==> config.mk <==
export PLATFORM = sky130hd
export DESIGN_NAME = udp_tx_min_pad
export DESIGN_NICKNAME = d
export VERILOG_FILES = /design/src/rtl/udp_tx_min_pad.sv
export SDC_FILE = /design/constraint.sdc
export NUM_CORES = 1
export LEC_CHECK = 0
export CORE_UTILIZATION = 52
export CTS_BUF_LIST = sky130_fd_sc_hd__clkbuf_4 sky130_fd_sc_hd__clkbuf_8
export DETAILED_ROUTE_END_ITERATION = 16
export PLACE_DENSITY = 0.83
export SYNTH_ARGS = -nofsm -noshare
export SYNTH_HDL_FRONTEND = slang
export SYNTH_SLANG_ARGS = --single-unit
export TNS_END_PERCENT = 10
==> constraint.sdc <==
create_clock -name clk -period 5.7 [get_ports clk]
set_clock_uncertainty 0.05 [all_clocks]
set_input_delay 1.425 -clock clk [delete_from_list [all_inputs] [get_ports clk]]
set_output_delay 1.425 -clock clk [all_outputs]
set_load 0.02 [all_outputs]
==> src/rtl/udp_tx_min_pad.sv <==
// Zero-pads outgoing 32-bit AXI-Stream frames up to MIN_BYTES (FCS excluded), reports each
// frame's final length and flags malformed tkeep beats. One registered output stage.
module udp_tx_min_pad #(
    parameter int unsigned MIN_BYTES = 60,
    parameter int unsigned LEN_W     = 16
) (
    input  logic             clk,
    input  logic             reset,
    input  logic [31:0]      s_tdata,
    input  logic [3:0]       s_tkeep,
    input  logic             s_tvalid,
    input  logic             s_tlast,
    output logic             s_tready,
    output logic [31:0]      m_tdata,
    output logic [3:0]       m_tkeep,
    output logic             m_tvalid,
    output logic             m_tlast,
    input  logic             m_tready,
    output logic [LEN_W-1:0] frame_len,
    output logic             frame_len_valid,
    output logic             frame_padded,
    output logic             keep_err
);

    localparam int unsigned CntW = LEN_W + 1;
    localparam logic [CntW-1:0] MinBytes = CntW'(MIN_BYTES);
    localparam logic [CntW-1:0] SatMax = {1'b0, {LEN_W{1'b1}}};

    typedef enum logic [0:0] {StPass, StPad} state_e;

    state_e           state_q;
    logic [LEN_W-1:0] cnt_q;

    logic            load;
    logic            in_acc;
    logic            keep_legal;
    logic [2:0]      pop;
    logic [CntW-1:0] sum_w;
    logic [CntW-1:0] cnt_sum;
    logic [CntW-1:0] cnt_round;
    logic [CntW-1:0] cnt_pad;
    logic [31:0]     masked;

    always_comb begin
        load     = !m_tvalid || m_tready;
        s_tready = !reset && (state_q == StPass) && load;
        in_acc   = s_tvalid && s_tready;

        pop = {2'b00, s_tkeep[0]} + {2'b00, s_tkeep[1]} + {2'b00, s_tkeep[2]}
            + {2'b00, s_tkeep[3]};
        sum_w     = {1'b0, cnt_q} + CntW'(pop);
        cnt_sum   = (sum_w > SatMax) ? SatMax : sum_w;
        cnt_round = (cnt_sum + CntW'(3)) & ~CntW'(3);
        cnt_pad   = {1'b0, cnt_q} + CntW'(4);

        keep_legal = (s_tkeep == 4'b1111) ||
                     (s_tlast && (s_tkeep == 4'b1110 || s_tkeep == 4'b1100 ||
                                  s_tkeep == 4'b1000));

        for (int i = 0; i < 4; i++) begin
            masked[i*8 +: 8] = s_tkeep[i] ? s_tdata[i*8 +: 8] : 8'h00;
        end

        // frame_len is loaded with the tlast beat, so it is already valid during this pulse.
        frame_len_valid = !reset && m_tvalid && m_tready && m_tlast;
    end

    always_ff @(posedge clk) begin
        if (reset) begin
            state_q      <= StPass;
            cnt_q        <= '0;
            m_tdata      <= '0;
            m_tkeep      <= '0;
            m_tvalid     <= 1'b0;
            m_tlast      <= 1'b0;
            frame_len    <= '0;
            frame_padded <= 1'b0;
            keep_err     <= 1'b0;
        end else begin
            keep_err <= in_acc && !keep_legal;
            if (load) begin
                m_tvalid <= 1'b0;
                unique case (state_q)
                    StPass: begin
                        if (in_acc) begin
                            m_tvalid <= 1'b1;
                            if (!s_tlast) begin
                                m_tdata <= s_tdata;
                                m_tkeep <= s_tkeep;
                                m_tlast <= 1'b0;
                                cnt_q   <= cnt_sum[LEN_W-1:0];
                            end else if (cnt_sum >= MinBytes) begin
                                m_tdata      <= s_tdata;
                                m_tkeep      <= s_tkeep;
                                m_tlast      <= 1'b1;
                                cnt_q        <= '0;
                                frame_len    <= cnt_sum[LEN_W-1:0];
                                frame_padded <= 1'b0;
                            end else begin
                                // Short frame: fill the last beat, then pad if still short.
                                m_tdata      <= masked;
                                m_tkeep      <= 4'b1111;
                                frame_padded <= 1'b1;
                                if (cnt_round >= MinBytes) begin
                                    m_tlast   <= 1'b1;
                                    cnt_q     <= '0;
                                    frame_len <= cnt_round[LEN_W-1:0];
                                end else begin
                                    m_tlast <= 1'b0;
                                    cnt_q   <= cnt_round[LEN_W-1:0];
                                    state_q <= StPad;
                                end
                            end
                        end
                    end
                    StPad: begin
                        m_tvalid <= 1'b1;
                        m_tdata  <= '0;
                        m_tkeep  <= 4'b1111;
                        if (cnt_pad >= MinBytes) begin
                            m_tlast      <= 1'b1;
                            cnt_q        <= '0;
                            frame_len    <= cnt_pad[LEN_W-1:0];
                            frame_padded <= 1'b1;
                            state_q      <= StPass;
                        end else begin
                            m_tlast <= 1'b0;
                            cnt_q   <= cnt_pad[LEN_W-1:0];
                        end
                    end
                    default: state_q <= StPass;
                endcase
            end
        end
    end

endmodule

==> metrics.txt <==
outcome=completed; Num Clock Sinks=73; critical path's top delay family=compound AO/OA/AOI/OAI gates; first-pass GRT wire length=22500 um; Synth cell types=65; commonest non-fill, non-tap cell in the layout=clkdlybuf4s50_1; CTS tree=done; crit-path max cell delay=0.56 ns; Post CTS Setup Buffer Count=0; Layout Cells excl Fill=707; htree depth=3; arrival time worst endpoint=5.54 ns; Primary FF master, synth=dfxtp_1; RePlAce Congestion=1.01; Lkg Pwr=2.04 nW; Filler cells=616; Syn Std Cell Area=4170 um^2; pre-CTS WS=0.0379 ns; Synth async-reset ratio=0; Compound-Gate Fraction of Synth Area=0.312; largest family of logic cells by synthesized area=compound AO/OA/AOI/OAI gates; # IOs=99; core area=7730 um^2; Crit Path Max Fanout=15; post-synthesis adder-cell area fraction=0.0324; Worst Tran Pin Value=1.21 ns; synthesized instance count=509; worst hold-check path type=reg -> reg; CP startpoint kind=input pin; global-route usage over all layers=0.345; Routed WL=14200 um; 1st-iter DRT viols=410; Post-Synth XOR/XNOR Area=0.0438; most frequent cells in the layout=clkdlybuf4s50_1 (98), dfxtp_1 (73), a21oi_1 (45), nand2_1 (41), nor2_1 (34); Die H=91.6 um; Tcrit/Tclk final=0.942; # rows=32; Final setup viols=0; mux contribution to synthesized area=0.00750; DIE AREA=8380 um^2; Worst-Skew Late Latency=0.35 ns; initial antenna violation count=0; setup TNS=0 ns; total grt overflow=0; Worst Slack Setup Final=0.331 ns; number of global-route vias before repair=4328; Setup crit end kind=flip-flop; WS Path Type=in -> reg; die width=91.6 um; residual DRC count=0; port buffer count=98; largest net degree at the start of global routing=38; Post-Syn Nets=559; Post-Place Cells=691; synth warn=0; first-pass iteration count of the detailed router=5; Max Slew Vio Count=0; CP cell instances=clkdlybuf4s50_1 > fa_1 > inv_1 > fa_1 > inv_1 > fa_1 > buf_4 > nand2_1 > nor2_1 > nand3_1 > buf_12 > a221oi_1 > o211ai_1 > a21o_1 > nand2_1 > o21ai_0; via count=4543; hold buffers post-CTS=0; ant diodes=0; #FFs+latches synth=73; achievable frequency=186 MHz; ratio of cells with drive above 1 in the final layout=0.0942; placed instance area=5320 um^2; EDFF count, synth=0; Avg Synthesized Cell Area=8.19 um^2; Nets=650; CTS Buffer Depth=2; clock transition at the registers of the reported paths=0.09 ns; Initial Util=0.540; Buf+Inv Stages, Crit Path=5; Clock Tree Root=clkbuf_8; WL/cell=20.1 um; CTS Buf Count=9; RSZ-0062 raised after global routing=false; Crit-path slowest cell=fa_1; most used cell, CP=fa_1; area growth from synthesis to layout=32.9%; pwr dens=247 nW/um^2; Design Area, Final=5540 um^2; max_slew headroom=0.191; final hold violations=0; Tmin final=5.37 ns; sequential area share after synthesis=0.350; WP data required=5.87 ns; via/cell ratio=6.43; DRT antenna net count=0; maxcap violations=0; maximum vdd drop=165 uV; PostCTS Resize Cnt=0; detailed placer's ending HPWL=10100 um; Simple-Gate Fraction of Synth Area=0.194
path summary, 6_finish.rpt:
kind                start  slack, ns      endpoint  cells past startpoint
max            s_tkeep[0]       0.33  frame_len[5]                     16
max reg2reg      cnt_q[6]       1.67  frame_len[2]                      8
min          frame_len[9]       0.43  frame_len[9]                      2
min reg2reg  frame_len[9]       0.43  frame_len[9]                      2
Yosys cell counts (3+ instances only):
library cell | n | area share
a211oi_1 | 10 | 0.018
nand4_1 | 9 | 0.014
nand3_1 | 16 | 0.019
o211ai_1 | 10 | 0.018
buf_1 | 3 | 0.0027
and2_1 | 3 | 0.0045
and4_1 | 7 | 0.015
o21ai_0 | 31 | 0.037
nor3_1 | 14 | 0.017
xnor2_1 | 11 | 0.023
fa_1 | 3 | 0.014
a31oi_1 | 7 | 0.011
buf_4 | 4 | 0.0072
or3_1 | 3 | 0.0045
o2111ai_1 | 4 | 0.0084
or4_1 | 4 | 0.0072
nor2_1 | 35 | 0.032
inv_1 | 15 | 0.014
clkbuf_1 | 25 | 0.023
dfxtp_1 | 73 | 0.35
a22oi_1 | 7 | 0.013
a22o_1 | 32 | 0.067
ha_1 | 6 | 0.018
a21oi_1 | 45 | 0.054
and3_1 | 4 | 0.0060
buf_2 | 12 | 0.014
nor4_1 | 11 | 0.017
nand2_1 | 41 | 0.037
nor3b_1 | 3 | 0.0054
xor2_1 | 8 | 0.017
a21o_1 | 3 | 0.0054
o31ai_1 | 6 | 0.011
worst register-to-register path, stage by stage, from the launching register on:
cell	delay [ns]
dfxtp_1	0.71
nand4_1	0.49
nor4_1	0.82
or4_1	0.21
nand3_1	0.17
nand3_1	0.37
nand3_1	0.45
a2111oi_0	0.53
a32o_1	0.19
state kept, by name, indices dropped and copies added (netlist names):
register and cells:
m_tdata 32, cnt_q 16, frame_len 16, m_tkeep 4, frame_padded 1, keep_err 1
m_tlast 1, m_tvalid 1, state_q 1
area by class of cell:
cell class | count | area (um^2) | share of cell area
repair buffers | 124 | 1210 | 0.219
clock buffers | 10 | 131 | 0.0237
flip-flops and latches | 73 | 1460 | 0.264
well taps | 102 | 128 | 0.0230
multi-input cells | 377 | 2460 | 0.444
inverters | 15 | 56.3 | 0.0102
clock inverters | 6 | 90.1 | 0.0163
logic make-up (layout without fill, tap and decap cells):
logic type / count (synthesis) / in the layout
AO/OA/AOI/OAI: 186 / 186
XOR/XNOR: 20 / 20
adder cells (fa/ha/maj): 9 / 9
buffers and inverters: 59 / 155
flip-flops: 73 / 73
multiplexers: 3 / 3
AND/OR/NAND/NOR: 159 / 159
power breakdown:
group | leakage (nW) | internal, W | switching [W]
Clock | 0.110 | 0.000253 | 0.000215
Sequential | 0.595 | 0.000539 | 0.0000297
Combinational | 1.33 | 0.000144 | 0.000187
Total | 2.04 | 0.000936 | 0.000432
stage by stage:
step / hold slack (ns) / util / total power [W]
after floorplan: 0.448 / - / 0.000759
after global placement: 0.395 / 0.688 / 0.000894
after detailed placement: 0.409 / 0.688 / 0.000901
after CTS: 0.428 / 0.717 / 0.00136
after global routing: 0.443 / 0.717 / 0.00142
final: 0.428 / 0.717 / 0.00137
routing by layer:
layer	global-route usage	vias to the layer above	part of all wire
met2	0.556	264	0.46
met5	0	-	0
met3	0.0796	41	0.090
li1	-	2102	-
met4	0.138	0	0.037
met1	0.445	2136	0.41
Note: power is estimated with default switching activity, not from simulation.
